--- src/rtl/mem_access_ctrl_pkg.sv ---
// Shared definitions for the load/store memory access controller:
// Alpha memory opcodes, exception codes and the controller state encoding.
package mem_access_ctrl_pkg;

    localparam logic [5:0] OPC_LDQ_U = 6'h0B;
    localparam logic [5:0] OPC_STQ_U = 6'h0F;
    localparam logic [5:0] OPC_LDL   = 6'h28;
    localparam logic [5:0] OPC_LDQ   = 6'h29;
    localparam logic [5:0] OPC_STL   = 6'h2C;
    localparam logic [5:0] OPC_STQ   = 6'h2D;

    localparam logic [1:0] EXC_ALIGN = 2'b01;
    localparam logic [1:0] EXC_BUS   = 2'b10;
    localparam logic [1:0] EXC_TMO   = 2'b11;

    typedef enum logic [2:0] {
        ST_IDLE,
        ST_BEAT0,
        ST_BEAT1,
        ST_WB,
        ST_FAULT
    } state_t;

    // The _U quad forms ignore the low three address bits instead of faulting.
    function automatic logic is_u_form(input logic [5:0] opc);
        return (opc == OPC_LDQ_U) || (opc == OPC_STQ_U);
    endfunction

endpackage

--- src/rtl/mem_access_ctrl_align.sv ---
// Opcode decode and alignment check for the memory access controller.
module mem_align_chk
    import mem_access_ctrl_pkg::*;
(
    input  logic [5:0] opc,
    input  logic [2:0] adr_lo,
    output logic       is_mem,
    output logic       is_load,
    output logic       is_quad,
    output logic       misaligned
);

    always_comb begin
        is_mem     = 1'b0;
        is_load    = 1'b0;
        is_quad    = 1'b0;
        misaligned = 1'b0;
        case (opc)
            OPC_LDL: begin
                is_mem     = 1'b1;
                is_load    = 1'b1;
                misaligned = |adr_lo[1:0];
            end
            OPC_STL: begin
                is_mem     = 1'b1;
                misaligned = |adr_lo[1:0];
            end
            OPC_LDQ: begin
                is_mem     = 1'b1;
                is_load    = 1'b1;
                is_quad    = 1'b1;
                misaligned = |adr_lo;
            end
            OPC_STQ: begin
                is_mem     = 1'b1;
                is_quad    = 1'b1;
                misaligned = |adr_lo;
            end
            OPC_LDQ_U: begin
                is_mem  = 1'b1;
                is_load = 1'b1;
                is_quad = 1'b1;
            end
            OPC_STQ_U: begin
                is_mem  = 1'b1;
                is_quad = 1'b1;
            end
            default: ;
        endcase
    end

endmodule

--- src/rtl/mem_access_ctrl.sv ---
// Load/store sequencer: splits quads into two 32-bit req/ack beats, guards each
// beat with a watchdog, and returns load data or an exception strobe.
module mem_access_ctrl
    import mem_access_ctrl_pkg::*;
#(
    parameter int TIMEOUT = 255,
    parameter int ADR_W   = 32
) (
    input  logic             clk,
    input  logic             rst_n,
    input  logic             in_valid,
    output logic             in_ready,
    input  logic [5:0]       in_opc,
    input  logic [63:0]      in_adr,
    input  logic [63:0]      in_data,
    input  logic [4:0]       in_dest,
    output logic             mem_req,
    output logic             mem_we,
    output logic [ADR_W-1:0] mem_adr,
    output logic [31:0]      mem_wdata,
    input  logic             mem_ack,
    input  logic             mem_err,
    input  logic [31:0]      mem_rdata,
    output logic             wb_valid,
    output logic [4:0]       wb_dest,
    output logic [63:0]      wb_data,
    output logic             exc_valid,
    output logic [1:0]       exc_code
);

    localparam logic [7:0] TMO_LIMIT = 8'(TIMEOUT);

    state_t           state;
    state_t           state_nxt;
    logic [1:0]       exc_q;
    logic [1:0]       exc_nxt;
    logic [ADR_W-1:0] adr_q;
    logic [63:0]      data_q;
    logic [4:0]       dest_q;
    logic             load_q;
    logic             quad_q;
    logic [31:0]      lo_q;
    logic [63:0]      wbd_q;
    logic [7:0]       wdog;

    logic             chk_mem;
    logic             chk_load;
    logic             chk_quad;
    logic             chk_mis;
    logic             accept;
    logic             in_beat;
    logic             tmo;
    logic [ADR_W-1:0] adr_in;
    logic             unused_adr_hi;

    assign adr_in        = in_adr[ADR_W-1:0];
    assign unused_adr_hi = ^in_adr[63:ADR_W];
    assign accept        = in_valid && (state == ST_IDLE);
    assign in_beat       = (state == ST_BEAT0) || (state == ST_BEAT1);
    assign tmo           = in_beat && (wdog == TMO_LIMIT);

    mem_align_chk u_align (
        .opc        (in_opc),
        .adr_lo     (in_adr[2:0]),
        .is_mem     (chk_mem),
        .is_load    (chk_load),
        .is_quad    (chk_quad),
        .misaligned (chk_mis)
    );

    always_ff @(posedge clk or negedge rst_n) begin
        if (!rst_n) begin
            state <= ST_IDLE;
            exc_q <= 2'b00;
        end else begin
            state <= state_nxt;
            exc_q <= exc_nxt;
        end
    end

    // An ack sampled in the same cycle as the watchdog limit still completes the beat.
    always_comb begin
        state_nxt = state;
        exc_nxt   = exc_q;
        case (state)
            ST_IDLE: begin
                if (accept && chk_mem) begin
                    if (chk_mis) begin
                        state_nxt = ST_FAULT;
                        exc_nxt   = EXC_ALIGN;
                    end else begin
                        state_nxt = ST_BEAT0;
                    end
                end
            end
            ST_BEAT0, ST_BEAT1: begin
                if (mem_ack) begin
                    if (mem_err) begin
                        state_nxt = ST_FAULT;
                        exc_nxt   = EXC_BUS;
                    end else if ((state == ST_BEAT0) && quad_q) begin
                        state_nxt = ST_BEAT1;
                    end else if (load_q) begin
                        state_nxt = ST_WB;
                    end else begin
                        state_nxt = ST_IDLE;
                    end
                end else if (tmo) begin
                    state_nxt = ST_FAULT;
                    exc_nxt   = EXC_TMO;
                end
            end
            ST_WB, ST_FAULT: state_nxt = ST_IDLE;
            default:         state_nxt = ST_IDLE;
        endcase
    end

    always_ff @(posedge clk or negedge rst_n) begin
        if (!rst_n) begin
            adr_q  <= '0;
            data_q <= '0;
            dest_q <= '0;
            load_q <= 1'b0;
            quad_q <= 1'b0;
            lo_q   <= '0;
            wbd_q  <= '0;
            wdog   <= '0;
        end else begin
            if (accept) begin
                adr_q  <= is_u_form(in_opc) ? (adr_in & ~ADR_W'(7)) : adr_in;
                data_q <= in_data;
                dest_q <= in_dest;
                load_q <= chk_load;
                quad_q <= chk_quad;
            end
            // The watchdog restarts from zero whenever a beat is acked or left.
            if (in_beat && !mem_ack && !tmo) begin
                wdog <= wdog + 8'd1;
            end else begin
                wdog <= '0;
            end
            if ((state == ST_BEAT0) && mem_ack) begin
                lo_q <= mem_rdata;
            end
            if (mem_ack && !mem_err && load_q) begin
                if ((state == ST_BEAT0) && !quad_q) begin
                    wbd_q <= {{32{mem_rdata[31]}}, mem_rdata};
                end else if (state == ST_BEAT1) begin
                    wbd_q <= {mem_rdata, lo_q};
                end
            end
        end
    end

    always_comb begin
        in_ready  = (state == ST_IDLE);
        mem_req   = in_beat && !tmo;
        mem_we    = in_beat && !load_q;
        mem_adr   = '0;
        mem_wdata = '0;
        if (state == ST_BEAT0) begin
            mem_adr = adr_q;
        end else if (state == ST_BEAT1) begin
            mem_adr = adr_q + ADR_W'(4);
        end
        if (in_beat && !load_q) begin
            mem_wdata = (state == ST_BEAT1) ? data_q[63:32] : data_q[31:0];
        end
        wb_valid  = (state == ST_WB);
        wb_dest   = (state == ST_WB) ? dest_q : 5'd0;
        wb_data   = (state == ST_WB) ? wbd_q : 64'd0;
        exc_valid = (state == ST_FAULT);
        exc_code  = (state == ST_FAULT) ? exc_q : 2'b00;
    end

endmodule

--- config.mk ---
export PLATFORM = sky130hd
export DESIGN_NAME = mem_access_ctrl
export DESIGN_NICKNAME = d
export VERILOG_FILES = /design/src/rtl/mem_access_ctrl_pkg.sv /design/src/rtl/mem_access_ctrl_align.sv /design/src/rtl/mem_access_ctrl.sv
export SDC_FILE = /design/constraint.sdc
export NUM_CORES = 1
export LEC_CHECK = 0
export CAP_MARGIN = 40
export CORE_MARGIN = 1
export CORE_UTILIZATION = 48
export DETAILED_ROUTE_END_ITERATION = 8
export PLACE_DENSITY = 0.92
export SYNTH_ARGS = -nofsm -noshare
export SYNTH_HDL_FRONTEND = slang
export SYNTH_SLANG_ARGS = --single-unit
--- constraint.sdc ---
create_clock -name clk -period 2.6 [get_ports clk]
set_clock_uncertainty 0.2 [all_clocks]
set_input_delay 0.52 -clock clk [delete_from_list [all_inputs] [get_ports clk]]
set_output_delay 0.52 -clock clk [all_outputs]
set_load 0.02 [all_outputs]
Yosys cells after proc, flatten, opt, wreduce, memory -nomap -nowiden

Index checks and enable logic that the tools add are counted.
Widths: inputs -> output; s select.

Input port bits: 176
Output and inout port bits: 140
Register bits after elaboration: 212
Word-level logic and storage cells: 89

Add/subtract/negate cells: 2
Reductions and logical operators: 33
Multiplexer cells: 29
Equal/unequal tests: 15

Operators by type and width:

| cell                  | count |
|---|---|
| $mux 64               | 3 |
| $mux 32               | 4 |
| $add 32x3->32 const B | 1 |
| $eq 6x6->1 const B    | 4 |
| $mux 3                | 6 |
| $mux 2                | 8 |
| $eq 6x4->1 const B    | 2 |
| $logic_and 1x1->1     | 12 |
| $add 8x1->8 const B   | 1 |
| $eq 8x8->1 const B    | 1 |
| $mux 8                | 1 |
| $reduce_or 2->1       | 4 |
| $eq 3x2->1 const B    | 2 |
| $ne 3x3->1 const B    | 2 |
| $pmux 3 s2            | 1 |
| $reduce_or 3->1       | 2 |
| $reduce_or 6->1       | 1 |
| $logic_not 1->1       | 5 |
| $mux 5                | 1 |
| $reduce_and 5->1      | 1 |
| $ne 2x1->1 const B    | 2 |
| $pmux 2 s2            | 1 |
| $reduce_and 2->1      | 2 |
| $reduce_bool 2->1     | 2 |
| 7 further kinds       | 10 |

Logic depth before layout (Yosys ltp)

Word-level depth: 6
Gate-level depth with buffers: 9
Mapped depth without buffers: 5

By module

A second synthesis with hierarchy kept.

Cell total of the unflattened synthesis: 1246
Area total of the unflattened synthesis: 10352.4 um^2

By module, submodules not included:

| module          | cells each | instances | sequential area each (um^2) | area each (um^2) |
|---|---|---|---|---|
| mem_access_ctrl | 1237       | 1         | 5305.1                      | 10286.1 |
| mem_align_chk   | 9          | 1         | 0.0                         | 66.3 |

Worst setup path after synthesis

OpenSTA, ideal clock, no wires.

Path type: register -> output
Start point: register adr_q[2]
End point: output mem_adr[22]
Required time: 1880 ps
Setup slack: -70 ps
Arrival: 1950 ps
Cell stages (with the launch flop): 8
Path through: dfrtp_1 -> ha_1 -> and3_1 -> clkbuf_2 -> and4_1 -> buf_2 -> nand4_1 -> o31ai_1

Longest elaborated chain between the ends: 3

RTL lines:

| item                     | line                   | source |
|---|---|---|
| start: declaration       | mem_access_ctrl.sv:37  | `logic [ADR_W-1:0] adr_q;` |
| start signal: assignment | mem_access_ctrl.sv:130 | `adr_q <= is_u_form(in_opc) ? (adr_in & ~ADR_W'(7)) : adr_in;` |
| $add 32x3->32            | mem_access_ctrl.sv:164 | `mem_adr = adr_q + ADR_W'(4);` |
| $mux 32                  | mem_access_ctrl.sv:163 | `end else if (state == ST_BEAT1) begin` |
| $mux 32                  | mem_access_ctrl.sv:161 | `if (state == ST_BEAT0) begin` |
| end: declaration         | mem_access_ctrl.sv:19  | `output logic [ADR_W-1:0] mem_adr,` |

Every way passes these cells.

Worst setup path in the final report

Start point: register adr_q[23]
End point: output mem_adr[27]

The elaborated chain is that of the path after synthesis.

==> run_results.csv <==
group,metric,value,unit
run_status,status,"complete, but fails checks",
run_status,violations,"setup timing",
yosys,synth_edf_count,0,
global_routing,antenna_found_initial,6,
finish,final_area,17300,µm²
sta,finalCritPeriodShare,134,%
yosys,ys_warn_count,0,
global_routing,overflow,0,
yosys,synth_xor_area_share,0.494,%
placement,io_buffers,283,
clocking,htreeDepth,1,
global_routing,grt_usage,34.0,%
floorplan,rows,54,
yosys,synth_compound_area_share,12.5,%
clocking,cts_sinks,212,
sta,period_minus_slack,3470,ps
yosys,yosys.area.top_type,"dfrtp_1",
yosys,synth_top_family_by_area,"simple AND/OR/NAND/NOR gates",
yosys,synthMuxAreaShare,3.63,%
power,power_density,1050,nW/µm²
yosys,syn_inst,1250,
routing,routed-wl-met3,5.43,mm
floorplan,die_x,151,µm
routing,antenna_left,0,
yosys,synth-seq-cells,212,
hold_path,hp-class,"reg -> reg",
yosys,synth_top_area_share,49.9,%
routing,drt_pass1_iterations,6,
clocking,cts_tree,"done",
routing,drc,0,
yosys,synthFlopType,"dfrtp_1",
finish,mostFrequentLayoutCells,"nand2_1, dfrtp_1, buf_6, clkdlybuf4s50_1, buf_4",
power,total_power,18.2,mW
routing,routed-wl-met2,22.2,mm
yosys,synth_area,10600,µm²
critical_path,r2r_slack,-120,ps
finish,layout_commonest_cell,"nand2_1",
sta,hold_viol,0,
placement,gp_congestion,0.921,
sta,rsz0062_at_grt,"yes",
floorplan,initial_core_util,48.9,%
flow_run,maxCapViolCount,0,
critical_path,endpoint_kind,"primary output",
floorplan,die_h,151,µm
floorplan,dieArea,22800,µm²
sta,setup_slack,-874,ps
global_routing,grt_pass1_vias,11300,
power,peakVddDrop,0.637,mV
critical_path,start_kind,"flip-flop",
critical_path,path_cells,"buf_4 -> nand2_1 -> or3_1 -> nor4_4 -> o21ai_4 -> buf_6",
sta,maxSlewHeadroom,52.3,%
yosys,synthSimpleGateAreaFrac,28.1,%
routing,drt_first_iter_violations,1524,
critical_path,critPathTopFamily,"simple AND/OR/NAND/NOR gates",
routing,routed_wl,47.4,mm
yosys,async_flop_share,100,%
yosys,ys_top_cells_by_area,"dfrtp_1, nand2_1, a21oi_1",
clocking,cts_root_buffer,"clkbuf_16",
critical_path,timing_worst_setup_path_type,"reg -> out",
clocking,cts_buffer_depth,3,
critical_path,cpPeakStageDelay,660,ps
floorplan,coreArea,21800,µm²
routing,viasPerCell,6.22,
global_routing,grt_pass1_wl,60.2,mm
yosys,ys_seq_area_share,49.9,%
sta,setup_viol,143,
sta,setup_tns,-52680,ps
sta,fmax,0.288,GHz
yosys,syn-num-nets,1428,
routing,top_layer_used,"met5",
sta,tightest_slew,715,ps
clocking,worst_skew_pair.late_latency,540,ps
yosys,synth_area_per_cell,8.51,µm²
clocking,clk_pin_slew_worst_paths,60,ps
power,p_leak,8.10,nW
floorplan,io_pins,316,
critical_path,critPathMaxFanout,8,
finish,drive_gt1_share,35.7,%
critical_path,critPathArrivalTime,2750,ps
clocking,cts_buffers,24,
yosys,synth_adder_area_share,0.235,%
routing,wl_per_cell,24.2,µm
sta,drv_slew,0,
critical_path,crit_slowest_cell,"nor4_4",
yosys,ys_types,61,
placement,dp_hpwl,23.0,mm
finish,area_delta_synth_final,62.5,%
critical_path,required,1880,ps
finish,nNetsFinal,1831,
routing,dr_total_vias,12200,
critical_path,path_buf_inv,2,
finish,nFillCells,1139,
placement,placed_area,14300,µm²
routing,met1_length,15.9,mm
global_routing,grt_max_degree,71,
-- worst register-to-register path: stages, from the launching register on --
cell and delay [ps]:
dfrtp_1 410, buf_6 140, buf_6 120, buf_6 110
buf_4 140, or3_4 360, clkinv_2 80, buf_6 130
and2_4 350, buf_12 220, nand2_1 90, nand2_1 260
-- repair_timing --
item | 4_1_cts | 5_1_grt
setup endpoints to repair | 140 | 145
pin swaps | 22 | 86
endpoints found under the hold margin | 58 | 0
setup buffers | 35 | 43
hold buffers | 1 | 0
gates cloned | 11 | 6
resized for setup | 741 | 426
-- cells in the mapped netlist (4+ instances only) --
master      n
nor2b_1     5
a41oi_1     4
and3_1      4
dfrtp_1   212
a21oi_1   101
nand4_1    20
o31ai_1     5
inv_1      11
buf_4       5
and4_1      7
nor2_1     80
nand2_1   436
a31oi_1    44
and2_1     80
mux2_2     32
nor4_1      9
a22o_1      6
buf_2      33
nand3_1    13
clkbuf_1   35
nor3_1      5
buf_6      15
o21ai_0    29
-- flip-flops by register name, summed over array words and instances, names as in the netlist --
signal and flops:
data_q 64, wbd_q 64, adr_q 32, lo_q 32, wdog 8, dest_q 5, state 3, exc_q 2
load_q 1, quad_q 1
-- metal layers --
| layer | track usage, % | vias to the layer above |
|---|---|---|
| met3 | 6.08 | 355 |
| met4 | 20.4 | 2 |
| met2 | 56.1 | 1051 |
| met1 | 41.7 | 5779 |
| met5 | 0 | - |
| li1 | - | 4980 |
-- through the flow --
| stage | cells | worst slack (ps) | hold slack, ps | utilization, % |
|---|---|---|---|---|
| after floorplan | 1250 | 26.4 | 24.4 | - |
| after CTS | 1914 | -398 | 268 | 73.3 |
| after global placement | 1823 | -312 | 250 | 65.8 |
| after detailed placement | 1823 | -360 | 254 | 65.8 |
| final | 1955 | -874 | 277 | 79.5 |
| after global routing | 1951 | -851 | 288 | 79.4 |
-- report_power, final --
group          internal [mW]  leakage [nW]  total, mW  switching (mW)
Clock                   2.24         0.414       3.74            1.50
Combinational           3.72          5.00       8.72            5.00
Sequential              4.69          2.68       5.75            1.06
-- cell type report --
class	count	area (µm²)	share of cell area [%]
multi-input cells	935	5700	32.9
flip-flops and latches	212	5310	30.7
repair buffers	468	5030	29.1
clock buffers	31	678	3.92
well taps	280	350	2.03
clock inverters	13	176	1.02
inverters	12	46.3	0.268
diodes	4	10.0	0.0579
-- final timing paths --
path	startpoint	end	cells past startpoint
max	adr_q[23]	mem_adr[27]	6
min	data_q[46]	data_q[46]	2
max reg2reg	state[2]	adr_q[17]	11
min reg2reg	data_q[46]	data_q[46]	2
max in group asynchronous	rst_n	data_q[46]	3
min in group asynchronous	rst_n	wbd_q[4]	2
-- kinds of logic (layout without fill, tap and decap cells) --
| family | count (synthesis) | after routing |
|---|---|---|
| compound gates | 217 | 217 |
| xor+xnor | 6 | 6 |
| fa+ha+maj | 2 | 2 |
| buf+inv | 103 | 524 |
| flops | 212 | 212 |
| mux | 34 | 34 |
| other cells | 0 | 4 |
| simple gates | 676 | 676 |
(Power assumes the default switching activity.)
